**config.mk**
```make
export PLATFORM = sky130hd
export DESIGN_NAME = hazard_ctrl_flat
export DESIGN_NICKNAME = d
export VERILOG_FILES = /design/src/rtl/hazard_ctrl_if.sv /design/src/rtl/hazard_ctrl.sv /design/src/flat_wrapper.sv
export SDC_FILE = /design/constraint.sdc
export NUM_CORES = 1
export LEC_CHECK = 0
export CAP_MARGIN = 10
export CORE_MARGIN = 1
export CORE_UTILIZATION = 45
export DETAILED_ROUTE_END_ITERATION = 7
export HOLD_SLACK_MARGIN = 0.15
export PLACE_DENSITY = 0.87
export SLEW_MARGIN = 20
export SYNTH_ARGS = -nofsm -noshare
export SYNTH_HDL_FRONTEND = slang
export SYNTH_SLANG_ARGS = --single-unit
```
**constraint.sdc**
```tcl
create_clock -name clk -period 5 [get_ports clk]
set_input_delay 1 -clock clk [delete_from_list [all_inputs] [get_ports clk]]
set_output_delay 1 -clock clk [all_outputs]
set_load 0.05 [all_outputs]
```
**src/rtl/hazard_ctrl_if.sv**
```systemverilog
// Hazard controller bundle: ID/EX/MEM/WB observation inputs and the
// stall/flush strobes returned to the pipeline registers.
// The master side is the pipeline and the slave side is hazard_ctrl.
interface hazard_ctrl_if;
  logic [3:0] id_p0_addr;
  logic [3:0] id_p1_addr;
  logic       id_reg0_read;
  logic       id_reg1_read;
  logic       id_call;
  logic       id_ret;
  logic       id_hlt;
  logic       ex_mem_read;
  logic [3:0] ex_dst;
  logic       mem_branch_taken;
  logic       wb_ret;
  logic       pc_stall;
  logic       ifid_stall;
  logic       ifid_flush;
  logic       idex_flush;
  logic       exmem_flush;
  logic       halted;
  logic       ret_timeout;

  modport master (
    output id_p0_addr, id_p1_addr, id_reg0_read, id_reg1_read, id_call,
           id_ret, id_hlt, ex_mem_read, ex_dst, mem_branch_taken, wb_ret,
    input  pc_stall, ifid_stall, ifid_flush, idex_flush, exmem_flush,
           halted, ret_timeout
  );

  modport slave (
    input  id_p0_addr, id_p1_addr, id_reg0_read, id_reg1_read, id_call,
           id_ret, id_hlt, ex_mem_read, ex_dst, mem_branch_taken, wb_ret,
    output pc_stall, ifid_stall, ifid_flush, idex_flush, exmem_flush,
           halted, ret_timeout
  );
endinterface

```
**src/rtl/hazard_ctrl.sv**
```systemverilog
// Pipeline hazard and flush scheduler for the 5-stage CPU.
// Resolves load-use stalls, taken-branch flushes, CALL fetch drops and
// sequences RET wait (with watchdog) and halt drain through a small FSM.
// Strobes are combinational from state and inputs (0-cycle latency).
// Optional macro HAZARD_PERF_EN adds saturating stall/flush counters.
module hazard_ctrl #(
  parameter int RET_MAX = 6,
  parameter int DRAIN   = 3,
  parameter int CNT_W   = 16
) (
  input  logic             clk,
  input  logic             rst,
  hazard_ctrl_if.slave     hz
`ifdef HAZARD_PERF_EN
  ,
  output logic [CNT_W-1:0] stall_cycles,
  output logic [CNT_W-1:0] flush_events
`endif
);

  localparam int CMAX = (RET_MAX > DRAIN) ? RET_MAX : DRAIN;
  localparam int CW   = $clog2(CMAX + 1);
  localparam logic [CW-1:0] RET_MAX_C = CW'(RET_MAX);
  localparam logic [CW-1:0] DRAIN_C   = CW'(DRAIN);
  localparam logic [CW-1:0] CNT_ONE   = CW'(1);

  typedef enum logic [1:0] {
    S_RUN        = 2'd0,
    S_RET_WAIT   = 2'd1,
    S_HALT_DRAIN = 2'd2,
    S_HALTED     = 2'd3
  } state_t;

  state_t        state_q, state_d;
  logic [CW-1:0] cnt_q, cnt_d;
  logic          ret_timeout_q, ret_timeout_d;
  logic          lu_s;
  logic          pc_stall_s, ifid_stall_s, ifid_flush_s, idex_flush_s;
  logic          exmem_flush_s, halted_s;

  // Load-use detect: ID reads the register an EX-stage load will write (r0 not exempt).
  always_comb begin
    lu_s = hz.ex_mem_read &
           ((hz.id_reg0_read & (hz.id_p0_addr == hz.ex_dst)) |
            (hz.id_reg1_read & (hz.id_p1_addr == hz.ex_dst)));
  end

  // Next-state, counter and raw strobe decode for every FSM state.
  always_comb begin
    state_d       = state_q;
    cnt_d         = cnt_q;
    ret_timeout_d = ret_timeout_q;
    pc_stall_s    = 1'b0;
    ifid_stall_s  = 1'b0;
    ifid_flush_s  = 1'b0;
    idex_flush_s  = 1'b0;
    exmem_flush_s = 1'b0;
    halted_s      = 1'b0;
    case (state_q)
      S_RUN: begin
        if (hz.mem_branch_taken) begin
          ifid_flush_s  = 1'b1;
          idex_flush_s  = 1'b1;
          exmem_flush_s = 1'b1;
        end else if (lu_s) begin
          pc_stall_s   = 1'b1;
          ifid_stall_s = 1'b1;
          idex_flush_s = 1'b1;
        end else if (hz.id_ret) begin
          pc_stall_s   = 1'b1;
          ifid_flush_s = 1'b1;
          state_d      = S_RET_WAIT;
          cnt_d        = '0;
        end else if (hz.id_call) begin
          ifid_flush_s = 1'b1;
        end else if (hz.id_hlt) begin
          pc_stall_s   = 1'b1;
          ifid_flush_s = 1'b1;
          state_d      = S_HALT_DRAIN;
          cnt_d        = '0;
        end else begin
          state_d = S_RUN;
        end
      end
      S_RET_WAIT: begin
        pc_stall_s   = 1'b1;
        ifid_flush_s = 1'b1;
        if (hz.mem_branch_taken) begin
          // An older branch kills the RET; PC must take the branch target.
          pc_stall_s    = 1'b0;
          idex_flush_s  = 1'b1;
          exmem_flush_s = 1'b1;
          state_d       = S_RUN;
          cnt_d         = '0;
        end else if (hz.wb_ret) begin
          pc_stall_s = 1'b0;
          state_d    = S_RUN;
          cnt_d      = '0;
        end else begin
          if (cnt_q < RET_MAX_C) begin
            cnt_d = cnt_q + CNT_ONE;
          end else begin
            cnt_d = cnt_q;
          end
          if (cnt_q >= (RET_MAX_C - CNT_ONE)) begin
            ret_timeout_d = 1'b1;
          end else begin
            ret_timeout_d = ret_timeout_q;
          end
        end
      end
      S_HALT_DRAIN: begin
        pc_stall_s   = 1'b1;
        ifid_flush_s = 1'b1;
        if (hz.mem_branch_taken) begin
          // Halt was speculative behind a taken branch.
          pc_stall_s    = 1'b0;
          idex_flush_s  = 1'b1;
          exmem_flush_s = 1'b1;
          state_d       = S_RUN;
          cnt_d         = '0;
        end else if (cnt_q >= (DRAIN_C - CNT_ONE)) begin
          state_d = S_HALTED;
        end else begin
          cnt_d = cnt_q + CNT_ONE;
        end
      end
      S_HALTED: begin
        pc_stall_s   = 1'b1;
        ifid_stall_s = 1'b1;
        idex_flush_s = 1'b1;
        halted_s     = 1'b1;
      end
      default: begin
        state_d = S_RUN;
        cnt_d   = '0;
      end
    endcase
  end

  // Output drive: while rst is low all three pipeline registers load bubbles.
  always_comb begin
    hz.pc_stall    = rst & pc_stall_s;
    hz.ifid_stall  = rst & ifid_stall_s;
    hz.ifid_flush  = ~rst | ifid_flush_s;
    hz.idex_flush  = ~rst | idex_flush_s;
    hz.exmem_flush = ~rst | exmem_flush_s;
    hz.halted      = rst & halted_s;
    hz.ret_timeout = ret_timeout_q;
  end

  // State, counter and sticky watchdog flag registers with synchronous reset.
  always_ff @(posedge clk) begin
    if (!rst) begin
      state_q       <= S_RUN;
      cnt_q         <= '0;
      ret_timeout_q <= 1'b0;
    end else begin
      state_q       <= state_d;
      cnt_q         <= cnt_d;
      ret_timeout_q <= ret_timeout_d;
    end
  end

`ifdef HAZARD_PERF_EN
  logic [CNT_W-1:0] stall_cycles_q, stall_cycles_d;
  logic [CNT_W-1:0] flush_events_q, flush_events_d;

  // Saturating perf counter increments.
  always_comb begin
    if (hz.pc_stall && (state_q != S_HALTED) && (stall_cycles_q != {CNT_W{1'b1}})) begin
      stall_cycles_d = stall_cycles_q + {{(CNT_W-1){1'b0}}, 1'b1};
    end else begin
      stall_cycles_d = stall_cycles_q;
    end
    if (rst && hz.exmem_flush && (flush_events_q != {CNT_W{1'b1}})) begin
      flush_events_d = flush_events_q + {{(CNT_W-1){1'b0}}, 1'b1};
    end else begin
      flush_events_d = flush_events_q;
    end
  end

  // Perf counter registers, cleared by reset.
  always_ff @(posedge clk) begin
    if (!rst) begin
      stall_cycles_q <= '0;
      flush_events_q <= '0;
    end else begin
      stall_cycles_q <= stall_cycles_d;
      flush_events_q <= flush_events_d;
    end
  end

  assign stall_cycles = stall_cycles_q;
  assign flush_events = flush_events_q;
`endif

endmodule

```
**src/flat_wrapper.sv**
```systemverilog
// flat-port wrapper written by rule: the top's interface ports become plain ports
module hazard_ctrl_flat 
#(
  parameter int RET_MAX = 6,
  parameter int DRAIN   = 3,
  parameter int CNT_W   = 16
)
  (clk, rst, hz_id_p0_addr, hz_id_p1_addr, hz_id_reg0_read, hz_id_reg1_read, hz_id_call, hz_id_ret, hz_id_hlt, hz_ex_mem_read, hz_ex_dst, hz_mem_branch_taken, hz_wb_ret, hz_pc_stall, hz_ifid_stall, hz_ifid_flush, hz_idex_flush, hz_exmem_flush, hz_halted, hz_ret_timeout);
  hazard_ctrl_if hz_i ();
  input  logic clk;
  input  logic rst;
  input wire logic [$bits(hz_i.id_p0_addr)-1:0] hz_id_p0_addr;
  input wire logic [$bits(hz_i.id_p1_addr)-1:0] hz_id_p1_addr;
  input wire logic [$bits(hz_i.id_reg0_read)-1:0] hz_id_reg0_read;
  input wire logic [$bits(hz_i.id_reg1_read)-1:0] hz_id_reg1_read;
  input wire logic [$bits(hz_i.id_call)-1:0] hz_id_call;
  input wire logic [$bits(hz_i.id_ret)-1:0] hz_id_ret;
  input wire logic [$bits(hz_i.id_hlt)-1:0] hz_id_hlt;
  input wire logic [$bits(hz_i.ex_mem_read)-1:0] hz_ex_mem_read;
  input wire logic [$bits(hz_i.ex_dst)-1:0] hz_ex_dst;
  input wire logic [$bits(hz_i.mem_branch_taken)-1:0] hz_mem_branch_taken;
  input wire logic [$bits(hz_i.wb_ret)-1:0] hz_wb_ret;
  output wire logic [$bits(hz_i.pc_stall)-1:0] hz_pc_stall;
  output wire logic [$bits(hz_i.ifid_stall)-1:0] hz_ifid_stall;
  output wire logic [$bits(hz_i.ifid_flush)-1:0] hz_ifid_flush;
  output wire logic [$bits(hz_i.idex_flush)-1:0] hz_idex_flush;
  output wire logic [$bits(hz_i.exmem_flush)-1:0] hz_exmem_flush;
  output wire logic [$bits(hz_i.halted)-1:0] hz_halted;
  output wire logic [$bits(hz_i.ret_timeout)-1:0] hz_ret_timeout;
  assign hz_i.id_p0_addr = hz_id_p0_addr;
  assign hz_i.id_p1_addr = hz_id_p1_addr;
  assign hz_i.id_reg0_read = hz_id_reg0_read;
  assign hz_i.id_reg1_read = hz_id_reg1_read;
  assign hz_i.id_call = hz_id_call;
  assign hz_i.id_ret = hz_id_ret;
  assign hz_i.id_hlt = hz_id_hlt;
  assign hz_i.ex_mem_read = hz_ex_mem_read;
  assign hz_i.ex_dst = hz_ex_dst;
  assign hz_i.mem_branch_taken = hz_mem_branch_taken;
  assign hz_i.wb_ret = hz_wb_ret;
  assign hz_pc_stall = hz_i.pc_stall;
  assign hz_ifid_stall = hz_i.ifid_stall;
  assign hz_ifid_flush = hz_i.ifid_flush;
  assign hz_idex_flush = hz_i.idex_flush;
  assign hz_exmem_flush = hz_i.exmem_flush;
  assign hz_halted = hz_i.halted;
  assign hz_ret_timeout = hz_i.ret_timeout;
  hazard_ctrl #(.RET_MAX(RET_MAX), .DRAIN(DRAIN), .CNT_W(CNT_W)) u_core (.clk(clk), .rst(rst), .hz(hz_i));
endmodule
```
==> results of run 1 <==
## worst max path at each step
stage                               end  slack, ns  cells after the start
after floorplan           hz_ifid_stall       0.88                      3
after global placement      hz_pc_stall       0.76                      7
after detailed placement    hz_pc_stall       0.68                      7
after CTS                   hz_pc_stall       0.67                      7
after global routing        hz_pc_stall       0.57                      7
final                       hz_pc_stall       0.61                      7
## per-stage QoR
stage          instance area [sq um]  power, uW   util  worst slack (ns)  hold slack [ns]
3_3_place_gp                     983        139  0.711             0.759            0.475
5_1_grt                         1010        200  0.728             0.565            0.547
3_5_place_dp                     983        143  0.711             0.685            0.476
2_1_floorplan                    712        111      -             0.879            0.476
4_1_cts                         1010        188  0.728             0.673            0.488
6_report                        1010        187  0.728             0.611            0.482
## flip-flops by register name (all words and copies together) (netlist names)
name / count
u_core.cnt_q: 3
u_core.hz.ret_timeout: 1
u_core.state_q: 2
## placed cells by master, fill, tap and decap left out, types with 3 or more instances in the layout
cell,Yosys,routed
sky130_fd_sc_hd__o22ai_1,3,3
sky130_fd_sc_hd__a21oi_1,4,4
sky130_fd_sc_hd__nand2_1,10,10
sky130_fd_sc_hd__clkbuf_4,0,3
sky130_fd_sc_hd__inv_1,7,7
sky130_fd_sc_hd__clkdlybuf4s50_1,0,28
sky130_fd_sc_hd__o21ai_0,5,5
sky130_fd_sc_hd__dfxtp_1,6,6
sky130_fd_sc_hd__nor2_1,9,9
sky130_fd_sc_hd__xnor2_1,8,8
sky130_fd_sc_hd__ha_1,6,6
sky130_fd_sc_hd__nand3_1,4,4
## power by group
| group | switching, uW | leakage (uW) | internal (uW) |
|---|---|---|---|
| registers | 1.65 | 0.0000485 | 49.7 |
| clock network | 17.4 | 0.0000138 | 27.1 |
| logic | 48.8 | 0.000311 | 42.5 |
| total | 67.9 | 0.000373 | 119 |
## critical path: cells and delay by family
kind | cells | cell delay (ns)
buffers and inverters | 2 | 1.39
AND/OR/NAND/NOR | 3 | 0.67
AO/OA/AOI/OAI | 2 | 0.32
## final cells by class
type,instances,share of cell area
Inverter,8,0.0299
Clock buffer,3,0.0224
Tap cell,15,0.0187
Sequential cell,6,0.119
Timing Repair Buffer,28,0.279
Multi-Input combinational cell,79,0.531
## logic make-up after synthesis
logic type	Yosys count
compound gates	23
xor+xnor	8
fa+ha+maj	6
buf+inv	13
flops	6
mux	2
simple gates	40
## layer usage
metal / track usage / routed length (um)
met1: 0.313 / 899
met2: 0.425 / 978
met3: 0.0870 / 124
met4: 0.0516 / 6
met5: 0 / 0
==> impl_metrics.yaml, run 1 <==
critical_path:
  cp_slowest_cell: "sky130_fd_sc_hd__clkdlybuf4s50_1"
  crit-reg2reg-launch: "u_core.state_q[0]$_SDFFE_PN0P_"
  critPathMaxStageDelay_ns: 0.82
  critPathKind: "input port to output port"
  crit_path_cell_trace: "clkdlybuf4s50_1, nor3b_1, nor2_1, o22ai_1, nand2_1, a31oi_1, clkdlybuf4s50_1"
  timing.reg2reg.worst_path_depth: 6
  critical_path.startpoint: "hz_mem_branch_taken"
  cp-start-kind: "input port"
  path_max_fanout: 9
  setup.worst_path.end_class: "output port"
  worstPathRequired_ns: 4.00
  crit_top_cell: "sky130_fd_sc_hd__clkdlybuf4s50_1"
  worstPathArrival_ns: 3.39
  worstReg2RegEnd: "u_core.state_q[1]$_SDFFE_PN0P_"
  reg2reg_setup_slack_ns: 2.99
clocking:
  cts.repair_timing.setup_buffer_count: 0
  clk_pin_slew_worst_paths_ns: 0.05
  cts-buffers-inserted: 3
  cts_sinks: 6
  clk_latency_ns: 0.24
  cts.path.max_buffers: 2
  clock_tree.htree_level_count: 1
  hold_buffers: 0
  cts_resized: 0
  tritoncts: "yes"
  root_buffer: "sky130_fd_sc_hd__clkbuf_4"
detailed_routing:
  vias: 823
  route.detailed.vias_per_inst: 5.92
  postRouteWirelength_um: 2010
  drt_drc_violations_left: 0
  avgRoutedWirePerCell_um: 14.5
  drt-pass1-iter-count: 4
  route.antenna.remaining_nets: 0
  drt_iter0_drc: 24
sta:
  layout_worst_path_cycle_share: 0.878
  max_freq_mhz: 228
  report.final.hold_viol_count: 0
  fin_crit_ns: 4.39
  setup_viol: 0
  report.final.slew_viol_count: 0
  timing.clock.skew_ns: 0.00241
  fin_setup_tns_ns: 0
  worst-slew-pin-transition_ns: 0.585
  max-slew-margin-rel: 0.606
  grt_setup_unrepaired: "false"
synth:
  synth.ff_latch_count: 6
  synth-compound-area-share: 0.227
  post-synth-top-count-cell: "sky130_fd_sc_hd__nand2_1"
  yosysTopAreaCell: "sky130_fd_sc_hd__dfxtp_1"
  synth_top_family_by_area: "simple AND/OR/NAND/NOR gates"
  ys.warnings.count: 0
  post_synth_main_area_contributors: "sky130_fd_sc_hd__dfxtp_1, sky130_fd_sc_hd__ha_1, sky130_fd_sc_hd__xnor2_1"
  synth_async_sr_flop_share: 0
  synthSimpleGateAreaFrac: 0.292
  synth_adder_area_share: 0.105
  dominantRegCellSynth: "sky130_fd_sc_hd__dfxtp_1"
  yosys.area_share.xor_xnor: 0.0984
  mappedNetlistNets: 126
  mean_area_per_synthesized_cell_sq_um: 7.26
  synth.top_cells.by_count: "sky130_fd_sc_hd__nand2_1, sky130_fd_sc_hd__nor2_1, sky130_fd_sc_hd__xnor2_1, sky130_fd_sc_hd__inv_1"
  post_synth_inst_count: 98
  synth.lib_cells_used.distinct: 36
  seq_total_area_yosys: 0.169
  netlist.area_leader.share: 0.169
  syn-cell-area_sq_um: 712
  post_synth_mux_area_share: 0.0281
  synth-edff-count: 0
grt:
  antenna_violations_before_repair: 0
  gr-total-overflow: 0
  grt.total_usage: 0.254
  grt_pass1_wl_um: 3440
  grt_start_max_net_pins: 12
  grt_pass1_vias: 797
final_layout:
  fill_cells: 97
  syn_to_final_growth_pct: 41.3
  final_nets: 154
  multi_input_area_sq_um: 534
  post_layout_cell_count: 139
  layout.area.seq_sq_um: 120
  num_antenna_cells: 0
  drive_above_1_share: 0.0403
min_path:
  holdPathStages: 2
  hold_start: "u_core.hz.ret_timeout$_SDFFE_PN0P_"
  hold_path_class: "flop to flop"
  worst_hold_path.endpoint: "u_core.hz.ret_timeout$_SDFFE_PN0P_"
pwr:
  max-vdd-ir-drop_uv: 173
  power.density_mw_per_mm2: 186
  power_leakage_uw: 0.000373
floorplanning:
  fp.dieW_um: 41.8
  area_of_the_core_region_sq_mm: 0.00138
  die_h_um: 41.8
  initial_core_util: 0.515
  core.rowCount: 13
  io-pin-count: 29
  design.die.area_sq_mm: 0.00175
run:
  maxCapViolCount: 0
place:
  placement.io_buffers: 28
  dp_hpwl_um: 1650
  global_placement_routability_congestion: 0.811
  dp.cells: 136
outcome:
  run_status: "complete, no violations"
Note: power is estimated with default switching activity, not from simulation.
==> run 2, diff against run 1 <==
Settings changed: CAP_MARGIN 10 to unset, TNS_END_PERCENT set to 30.
==> results of run 2 <==
Final layout, timing and power as in run 1 (identical DEF).
